File: src/rtl/gelato_types.sv
// Shared gelato types for the warp fetch path: warp ids, addresses, split-table ids, fetch state.
// Latency: none, types and widths only.
// Backpressure: not applicable.
`ifndef WARP_NUM
`define WARP_NUM 4
`endif

package gelato_types;

    localparam int WARP_NUM_W    = (`WARP_NUM > 1) ? $clog2(`WARP_NUM) : 1;
    localparam int ADDR_W        = 32;
    localparam int SPLIT_TABLE_W = 4;

    typedef logic [WARP_NUM_W-1:0]    warp_num_t;
    typedef logic [ADDR_W-1:0]        addr_t;
    typedef logic [SPLIT_TABLE_W-1:0] split_table_num_t;

    // Per-warp fetch progress: not started, may fetch, waiting for the fetch to land.
    typedef enum logic [1:0] {
        IDLE     = 2'd0,
        READY    = 2'd1,
        INFLIGHT = 2'd2
    } warp_fetch_state_t;

    // Round-robin successor of a warp id, wrapping at the warp count.
    function automatic warp_num_t rr_next(input warp_num_t w, input int n);
        return (int'(w) == n - 1) ? '0 : warp_num_t'(int'(w) + 1);
    endfunction

endpackage

File: src/rtl/gelato_pctable_fetchskd_if.sv
// PC table to fetch scheduler link: per-warp PC/split-table view plus warp activation pulse.
// Latency: none, wires only.
// Backpressure: none, the PC table view is level-sampled and activation is a one-cycle pulse.
`ifndef WARP_NUM
`define WARP_NUM 4
`endif

interface gelato_pctable_fetchskd_if #(
    parameter int WARP_NUM = `WARP_NUM
);
    import gelato_types::*;

    logic [WARP_NUM-1:0] valid;
    addr_t               pc              [WARP_NUM];
    split_table_num_t    split_table_num [WARP_NUM];
    logic                activate_valid;
    warp_num_t           activate_warp_num;

    modport master (
        output valid, pc, split_table_num, activate_valid, activate_warp_num
    );

    modport slave (
        input  valid, pc, split_table_num, activate_valid, activate_warp_num
    );

endinterface

File: src/rtl/gelato_rr_arbiter.sv
// Round-robin picker: first set request at or after ptr, wrapping modulo N.
// Latency: purely combinational.
// Backpressure: none; the caller decides when a grant is consumed and moves ptr.
module gelato_rr_arbiter #(
    parameter int N     = 4,
    parameter int IDX_W = (N > 1) ? $clog2(N) : 1
) (
    input  logic [N-1:0]     req,
    input  logic [IDX_W-1:0] ptr,
    output logic             grant_valid,
    output logic [IDX_W-1:0] grant_idx
);

    // Scan farthest-to-nearest so the candidate closest to ptr is the last (winning) write.
    always_comb begin
        grant_valid = 1'b0;
        grant_idx   = '0;
        for (int i = N - 1; i >= 0; i--) begin
            if (req[(int'(ptr) + i) % N]) begin
                grant_valid = 1'b1;
                grant_idx   = IDX_W'((int'(ptr) + i) % N);
            end
        end
    end

endmodule

File: src/rtl/gelato_fetch_scheduler.sv
// Picks one eligible warp per cycle (round-robin) and issues its PC to fetch, one fetch in flight per warp.
// Latency: eligibility in cycle N gives fetch_valid in N+1; activation in N gives earliest fetch_valid in N+2.
// Backpressure: while fetch_valid && !fetch_ready all fetch outputs and the rr pointer hold.
`ifndef WARP_NUM
`define WARP_NUM 4
`endif

module gelato_fetch_scheduler
    import gelato_types::*;
#(
    parameter int WARP_NUM = `WARP_NUM
) (
    input  logic                     clk,
    input  logic                     rst,
    gelato_pctable_fetchskd_if.slave pctable,
    input  logic [WARP_NUM-1:0]      ibuf_full,
    output logic                     fetch_valid,
    input  logic                     fetch_ready,
    output warp_num_t                fetch_warp_num,
    output addr_t                    fetch_pc,
    output split_table_num_t         fetch_split_table_num,
    input  logic                     fetch_done_valid,
    input  warp_num_t                fetch_done_warp_num
);

    warp_fetch_state_t   warp_state [WARP_NUM];
    warp_num_t           rr_ptr;
    logic [WARP_NUM-1:0] eligible;
    logic                handshake;
    logic                arb_en;
    logic                grant_valid;
    warp_num_t           grant_idx;

    assign handshake = fetch_valid && fetch_ready;
    // The output register may be reloaded when it is empty or emptying this cycle.
    assign arb_en    = !fetch_valid || fetch_ready;

    // A warp may fetch when ready, its PC is valid, its buffer has room, and it is not already on the outputs.
    always_comb begin
        eligible = '0;
        for (int w = 0; w < WARP_NUM; w++) begin
            eligible[w] = (warp_state[w] == READY) && pctable.valid[w] && !ibuf_full[w]
                       && !(fetch_valid && (fetch_warp_num == warp_num_t'(w)));
        end
    end

    gelato_rr_arbiter #(
        .N     (WARP_NUM),
        .IDX_W (WARP_NUM_W)
    ) u_rr_arbiter (
        .req         (eligible),
        .ptr         (rr_ptr),
        .grant_valid (grant_valid),
        .grant_idx   (grant_idx)
    );

    // Per-warp lifecycle; each transition only fires from its source state, so stray events are no-ops.
    always_ff @(posedge clk) begin
        if (rst) begin
            for (int w = 0; w < WARP_NUM; w++) begin
                warp_state[w] <= IDLE;
            end
        end else begin
            for (int w = 0; w < WARP_NUM; w++) begin
                case (warp_state[w])
                    IDLE: begin
                        if (pctable.activate_valid && (pctable.activate_warp_num == warp_num_t'(w))) begin
                            warp_state[w] <= READY;
                        end
                    end
                    READY: begin
                        if (handshake && (fetch_warp_num == warp_num_t'(w))) begin
                            warp_state[w] <= INFLIGHT;
                        end
                    end
                    INFLIGHT: begin
                        if (fetch_done_valid && (fetch_done_warp_num == warp_num_t'(w))) begin
                            warp_state[w] <= READY;
                        end
                    end
                    default: warp_state[w] <= IDLE;
                endcase
            end
        end
    end

    // Output register: PC and split-table entry are captured at grant so later PC-table writes cannot alter it.
    always_ff @(posedge clk) begin
        if (rst) begin
            fetch_valid           <= 1'b0;
            fetch_warp_num        <= '0;
            fetch_pc              <= '0;
            fetch_split_table_num <= '0;
            rr_ptr                <= '0;
        end else if (arb_en) begin
            if (grant_valid) begin
                fetch_valid           <= 1'b1;
                fetch_warp_num        <= grant_idx;
                fetch_pc              <= pctable.pc[grant_idx];
                fetch_split_table_num <= pctable.split_table_num[grant_idx];
                rr_ptr                <= rr_next(grant_idx, WARP_NUM);
            end else begin
                fetch_valid <= 1'b0;
            end
        end
    end

    // Flag done pulses that do not match an outstanding fetch; the state machine ignores them.
    always_ff @(posedge clk) begin
        if (!rst && fetch_done_valid) begin
            assert (warp_state[fetch_done_warp_num] == INFLIGHT)
                else $error("gelato_fetch_scheduler: done for warp %0d with no fetch in flight", fetch_done_warp_num);
            assert (!(handshake && (fetch_warp_num == fetch_done_warp_num)))
                else $error("gelato_fetch_scheduler: done for warp %0d in its own accept cycle", fetch_done_warp_num);
        end
    end

endmodule

File: src/flat_wrapper.sv
// flat-port wrapper written by rule: the top's interface ports become plain ports
module gelato_fetch_scheduler_flat import gelato_types::*;
#(
    parameter int WARP_NUM = `WARP_NUM
)
  (clk, rst, ibuf_full, fetch_valid, fetch_ready, fetch_warp_num, fetch_pc, fetch_split_table_num, fetch_done_valid, fetch_done_warp_num, pctable_valid, pctable_pc, pctable_split_table_num, pctable_activate_valid, pctable_activate_warp_num);
  gelato_pctable_fetchskd_if #(.WARP_NUM(WARP_NUM)) pctable_i ();
  input  logic clk;
  input  logic rst;
  input  logic [WARP_NUM-1:0] ibuf_full;
  output logic fetch_valid;
  input  logic fetch_ready;
  output warp_num_t fetch_warp_num;
  output addr_t fetch_pc;
  output split_table_num_t fetch_split_table_num;
  input  logic fetch_done_valid;
  input  warp_num_t fetch_done_warp_num;
  input wire logic [$bits(pctable_i.valid)-1:0] pctable_valid;
  input wire logic [$bits(pctable_i.pc)-1:0] pctable_pc;
  input wire logic [$bits(pctable_i.split_table_num)-1:0] pctable_split_table_num;
  input wire logic [$bits(pctable_i.activate_valid)-1:0] pctable_activate_valid;
  input wire logic [$bits(pctable_i.activate_warp_num)-1:0] pctable_activate_warp_num;
  assign pctable_i.valid = pctable_valid;
  assign pctable_i.pc = {>>{pctable_pc}};
  assign pctable_i.split_table_num = {>>{pctable_split_table_num}};
  assign pctable_i.activate_valid = pctable_activate_valid;
  assign pctable_i.activate_warp_num = pctable_activate_warp_num;
  gelato_fetch_scheduler #(.WARP_NUM(WARP_NUM)) u_core (.clk(clk), .rst(rst), .pctable(pctable_i), .ibuf_full(ibuf_full), .fetch_valid(fetch_valid), .fetch_ready(fetch_ready), .fetch_warp_num(fetch_warp_num), .fetch_pc(fetch_pc), .fetch_split_table_num(fetch_split_table_num), .fetch_done_valid(fetch_done_valid), .fetch_done_warp_num(fetch_done_warp_num));
endmodule
File: config.mk
export PLATFORM = sky130hd
export DESIGN_NAME = gelato_fetch_scheduler_flat
export DESIGN_NICKNAME = d
export VERILOG_FILES = /design/src/rtl/gelato_types.sv /design/src/rtl/gelato_pctable_fetchskd_if.sv /design/src/rtl/gelato_rr_arbiter.sv /design/src/rtl/gelato_fetch_scheduler.sv /design/src/flat_wrapper.sv
export SDC_FILE = /design/constraint.sdc
export NUM_CORES = 1
export LEC_CHECK = 0
export BUFFER_PORTS_ARGS = -buffer_cell sky130_fd_sc_hd__buf_4
export CORE_MARGIN = 10
export CORE_UTILIZATION = 29
export CTS_CLUSTER_DIAMETER = 50
export DETAILED_ROUTE_END_ITERATION = 8
export PLACE_DENSITY = 0.65
export SLEW_MARGIN = 20
export SYNTH_ARGS = -nofsm -noshare
export SYNTH_HDL_FRONTEND = slang
export SYNTH_SLANG_ARGS = --single-unit
File: constraint.sdc
create_clock -name clk -period 7.3 [get_ports clk]
set_clock_uncertainty 0.15 [all_clocks]
set_input_delay 1.46 -clock clk [delete_from_list [all_inputs] [get_ports clk]]
set_output_delay 1.46 -clock clk [all_outputs]
set_load 0.01 [all_outputs]
# [After elaboration in Yosys (flattened, before gate mapping)]
# Memories as Yosys holds them, arrays and structs flattened.
# Cells that the tools add are included.
# W data, S select, Z words.
[classes] add_sub_neg=4 multipliers=0 n_div=0 order_cmp=5 n_eq_ne=18 shifts=0 muxes=105 bitwise_logic=20 n_reduce_logical=54
[op_table] operator="$mux W1" n=74
[op_table] operator="$bmux W32 S2" n=1
[op_table] operator="$mux W32" n=2
[op_table] operator="$mux W2" n=21
[op_table] operator="$logic_and A1 B1 Y1" n=29
[op_table] operator="$eq A2 B2 Y1 const B" n=10
[op_table] operator="$eq A2 B1 Y1 const B" n=8
[op_table] operator="$or A1 B1 Y1" n=16
[op_table] operator="$logic_not A2 Y1" n=7
[op_table] operator="$lt A3 B4 Y1 const B" n=3
[op_table] operator="$reduce_or A3 Y1" n=4
[op_table] operator="$logic_not A1 Y1" n=9
[op_table] operator="$bmux W1 S2" n=4
[op_table] operator="$bmux W4 S2" n=1
[op_table] operator="$mux W4" n=2
[op_table] operator="$reduce_or A2 Y1" n=3
[op_table] operator="$add A2 B1 Y2 const B" n=2
[op_table] operator="$add A2 B2 Y2 const B" n=2
[op_table] operator="$and A1 B1 Y1 const A" n=3
[op_table] operator="$ge A3 B3 Y1 const B" n=1
[op_table] operator="$lt A2 B3 Y1 const B" n=1
[op_table] operator="$not A2 Y3" n=1
[op_table] operator="$reduce_and A2 Y1" n=1
[op_table] operator="$logic_or A1 B1 Y1" n=1
[word_totals] reg_bits=41 latchBits=0 ram_bits=8 mem_bits_ro=0 inputBits=161 out_inout_bits=39 wordCells=212 mem_count=1
[memory_table] name="u_core.warp_state" words=4 width=2 read_ports=4 rd_ports_with_merged_regs=0 wr=4 line_no="gelato_fetch_scheduler.sv:26" rtl="warp_fetch_state_t warp_state [WARP_NUM];"

# [Logic depth before layout (Yosys ltp)]
# An unclocked memory read counts as a cell.
[depth] ltp_word=16 ltp_mapped=10

# [Cells and area by module]
# A second synthesis with hierarchy kept.
[hier_totals] cells_unflattened=219 hier_area_um2=2819.0
[modules_own_cells] mod="gelato_fetch_scheduler" n_inst=1 cells_per_inst=206 area_each_um2=2741.4 seq_area_each_um2=1061.0
[modules_own_cells] mod="gelato_rr_arbiter" n_inst=1 cells_per_inst=13 area_each_um2=77.6 seq_area_each_um2=0.0

# [Worst setup path before layout]
# OpenSTA, ideal clock, no wires.
[synth_path] kind="input port to flip-flop" start="input port ibuf_full[2]" end="register u_core.fetch_pc[0]" setup_time_ns=0.073 arrival_time_ns=3.163 t_required_ns=7.077 setup_slack_ns=3.914 path_stages=8 path_cell_list="and4bb_4 -> mux2i_2 -> a311oi_4 -> nor2_2 -> or3_1 -> buf_6 -> buf_6 -> o211ai_2"
[synth_via] elab_chain_cells=14
[synth_lines] item="start, declared" line_no="flat_wrapper.sv:10" rtl="input logic [WARP_NUM-1:0] ibuf_full;"
[synth_lines] item="$logic_not A1 Y1 (*)" line_no="gelato_fetch_scheduler.sv:42" rtl="eligible[w] = (warp_state[w] == READY) && pctable.valid[w] && !ibuf_full[w]"
[synth_lines] item="$logic_and A1 B1 Y1 (*)" line_no="gelato_fetch_scheduler.sv:42"
[synth_lines] item="$logic_and A1 B1 Y1 (*)" line_no="gelato_fetch_scheduler.sv:43" rtl="&& !(fetch_valid && (fetch_warp_num == warp_num_t'(w)));"
[synth_lines] item="$bmux W1 S2" line_no="gelato_rr_arbiter.sv:19" rtl="if (req[(int'(ptr) + i) % N]) begin"
[synth_lines] item="$mux W1 (implied by the code) (2 in a row)" line_no="gelato_rr_arbiter.sv:19"
[synth_lines] item="$mux W2 (4 in a row)" line_no="gelato_rr_arbiter.sv:19"
[synth_lines] item="$not A2 Y3 (implied by the code)" line_no="gelato_fetch_scheduler.sv:99" rtl="fetch_pc <= pctable.pc[grant_idx];"
[synth_lines] item="$bmux W32 S2" line_no="gelato_fetch_scheduler.sv:99"
[synth_lines] item="$mux W32 (implied by the code) (2 in a row)" line_no="gelato_fetch_scheduler.sv:99"
[synth_lines] item="end signal, assigned" line_no="gelato_fetch_scheduler.sv:99"
[synth_lines] item="end, declared" line_no="gelato_fetch_scheduler.sv:20" rtl="output addr_t fetch_pc,"
# Every way passes the cells marked *; elsewhere a longest branch is shown, timed or not. The select of a mux whose other input is x is not followed.
# A chain may end at the register's enable or synchronous reset.

# [Final worst setup path]
[layout_path] start="input port ibuf_full[1]" end="register u_core.rr_ptr[1]"
[layout_via] elab_chain_cells=12
[layout_lines] item="$logic_not A1 Y1 (*)" line_no="gelato_fetch_scheduler.sv:42"
[layout_lines] item="$logic_and A1 B1 Y1 (*)" line_no="gelato_fetch_scheduler.sv:42"
[layout_lines] item="$logic_and A1 B1 Y1 (*)" line_no="gelato_fetch_scheduler.sv:43"
[layout_lines] item="$bmux W1 S2" line_no="gelato_rr_arbiter.sv:19"
[layout_lines] item="$mux W1 (implied by the code) (2 in a row)" line_no="gelato_rr_arbiter.sv:19"
[layout_lines] item="$mux W2 (4 in a row)" line_no="gelato_rr_arbiter.sv:19"
[layout_lines] item="$add A2 B1 Y2 or $eq A2 B1 Y1 (tied branches)" line_no="gelato_types.sv:27" rtl="return (int'(w) == n - 1) ? '0 : warp_num_t'(int'(w) + 1);"
[layout_lines] item="$mux W2" line_no="gelato_types.sv:27"
[layout_lines] item="end signal, assigned" line_no="gelato_fetch_scheduler.sv:101" rtl="rr_ptr <= rr_next(grant_idx, WARP_NUM);"
[layout_lines] item="end, declared" line_no="gelato_fetch_scheduler.sv:27" rtl="warp_num_t rr_ptr;"
# Marked as above.

==> metrics.txt <==
Max FO, Critical Path=38; first-pass GRT wire length=25410 um; Power Density=between 100 and 150 nW/um2; All-Layer GR Usage=about 16%; Most used DFF post-synth=dfxtp_1; cell taking the most area after synthesis=dfxtp_1; MaxCap Viol Count=0; RSZ-0062 raised after global routing=false; largest net degree at the start of global routing=45; IR drop worst, VDD=0.07169 mV; Clock Pin Slew Worst Setup and Hold Paths=approximately 70 ps; RePlAce Congestion=approximately 0.84; fillcell total=1371; syn avg cell area=8.859 um2; EDFF count, synth=8; final setup TNS=0 ps; CTS H-Tree Depth=2; Final Net Count=783; cts bufs inserted=5; Routed Antenna Nets=0; buffer count from post-CTS setup fixing=0; core area=between 10000 and 15000 um2; CTS max path bufs=2; drc violations=0; Synth-to-Final Area Change=42.52%; CP required=7360 ps; vias in the first global route=4600; Max Slew Vio Count=0; most common cell after layout, fill and taps aside=buf_4; placed cells=794; Starting Density=a little under 30%; Final Hold Viols=0; Synth cell types=51; io pins=200; CTS sink cnt=roughly 50; Worst path slowest cell=nor2_4; post-synthesis sequential area ratio=26.04%; asr flop ratio synth=0%; Buffers on Ports=199; Skew-Pair Late Insertion Delay=300 ps; Die W=138.5 um; number of synthesis warnings=0; Non-Filler Instances=803; Final Util=42.01%; Setup CP Type=in2reg; most frequent cells in the layout=buf_4 (205), nand2_1 (47), o211ai_1 (44); post-synth top area share=a little over 20%; top area cells in the synthesized netlist=dfxtp_1 (20%), o211ai_2 (9.2%), a32o_1 (8.8%), mux2i_1 (8.8%), o211ai_1 (8.1%); Routed wire per std cell=20.29 um; Clk Tree Root Cell=clkbuf_16; layout cell share with drive strength beyond 1=41.89%; CP Launch Type=input port; routed vias/inst=5.690; Hold Crit Class=reg2reg; Diodes inserted=0; Pre-antenna DRT Iters=5; crit-path cells=buf_4 -> nand4bb_1 -> a21o_2 -> nor2_4 -> a21oi_4 -> buf_4 -> xor2_1 -> a211oi_1; worst-margin pin slew=995.3 ps; Cells after Synth=460; critical path's top delay family=simple AND/OR/NAND/NOR gates; Die H=approximately 140 um; most used cell, CP=buf_4; # rows=43; CTS tree=done; max_slew headroom=approximately 33%; Final period util=57.41%; Setup Viol. Count Final=0; residual overflow from global routing=0; Synth Net Count=621; Bufs and invs on worst path=2; status=complete, no violations; critical path's largest stage delay=between 800 and 900 ps; Synth Cell Area=4075 um2; worst hold slack=approximately 330 ps; arrival time at the worst endpoint=4250 ps; Crit. End Element=flop; post-route minimum period=between 4000 and 5000 ps; DP Wirelength=12000 um; DRT iter0 DRCs=438; f_max=238.6 MHz; Total Routed Length=16290 um; DIE AREA=19190 um2; initial antenna violation count=0; static leakage=between 0.002 and 0.0025 uW; flops & latches, synth=49; DR vias=approximately 4600; hold_buf cts=0; post-CTS sizing=0
-- cells by family (layout without fill, tap and decap cells) --
logic type                count (synthesis)  after routing  synth area share [%]
AOI/OAI and AO/OA                       218            218                 45.13
and+or+nand+nor                         100            100                 12.90
buffers and inverters                    54            217                 6.325
DFF                                      49             49                 26.04
muxes                                    37             37                 9.180
xor gates and xnor gates                  2              2                0.4299
-- flip-flops by register name, summed over array words and instances, names as in the netlist --
name,count
u_core.fetch_warp_num,2
u_core.fetch_valid,1
u_core.fetch_pc,32
u_core.rr_ptr,2
u_core.warp_state,8
u_core.fetch_split_table_num,4
-- worst register-to-register path: cells and delay by family, from the launching register on --
kind	cells	cell delay, ps
AOI/OAI and AO/OA	3	1150
and+or+nand+nor	2	730
DFF	1	610
buffers and inverters	1	540
muxes	1	330
-- stage by stage --
step                      instance area [um2]  worst slack [ps]  power (uW)
after floorplan                          4075              3914       488.3
after global placement                   5640              2587       617.9
after detailed placement                 5640              2505       626.6
after CTS                                5787              2832       876.0
after global routing                     5808              2890       913.8
final                                    5808              3109       865.0
-- cell usage after synthesis, drive strengths merged (5+ instances only) --
cell type and instances:
clkbuf 36, a32o 36, mux2i 37, dfxtp 41, a21oi 11, nor3 5
nand2b 6, o2bb2ai 36, buf 15, edfxtp 8, o21ai 39, nor2 16
nand2 47, o211ai 74
-- path summary, 6_finish.rpt --
check	start	end	slack, ps	depth (start not counted)
min reg2reg	u_core.fetch_pc[23]	u_core.fetch_pc[23]	330	2
max reg2reg	u_core.fetch_valid	u_core.fetch_pc[15]	3680	7
min	u_core.fetch_pc[23]	u_core.fetch_pc[23]	330	2
max	ibuf_full[1]	u_core.rr_ptr[1]	3110	8
-- cell type report --
type	instances	area (um2)	share of cell area (%)
Clock buffer	8	146.4	2.520
Inverter	3	11.26	0.1939
Multi-Input combinational cell	357	2805	48.30
Sequential cell	49	1061	18.27
Tap cell	180	225.2	3.878
Timing Repair Buffer	206	1559	26.84
-- report_power, final --
part           switching (uW)  internal (uW)  total [uW]
registers                18.3            298         316
clock network             106            137         244
logic                     152            154         306
-- layer usage --
| metal | vias up | wire length (um) | global-route usage (%) |
|---|---|---|---|
| li1 | 2170 | - | - |
| met1 | 2177 | 6800 | 19.35 |
| met2 | 207 | 8039 | 26.78 |
| met3 | 15 | 1201 | 4.144 |
| met4 | 0 | 252 | 4.440 |
| met5 | - | 0 | 0 |
Power figures use the tool's default switching activity.
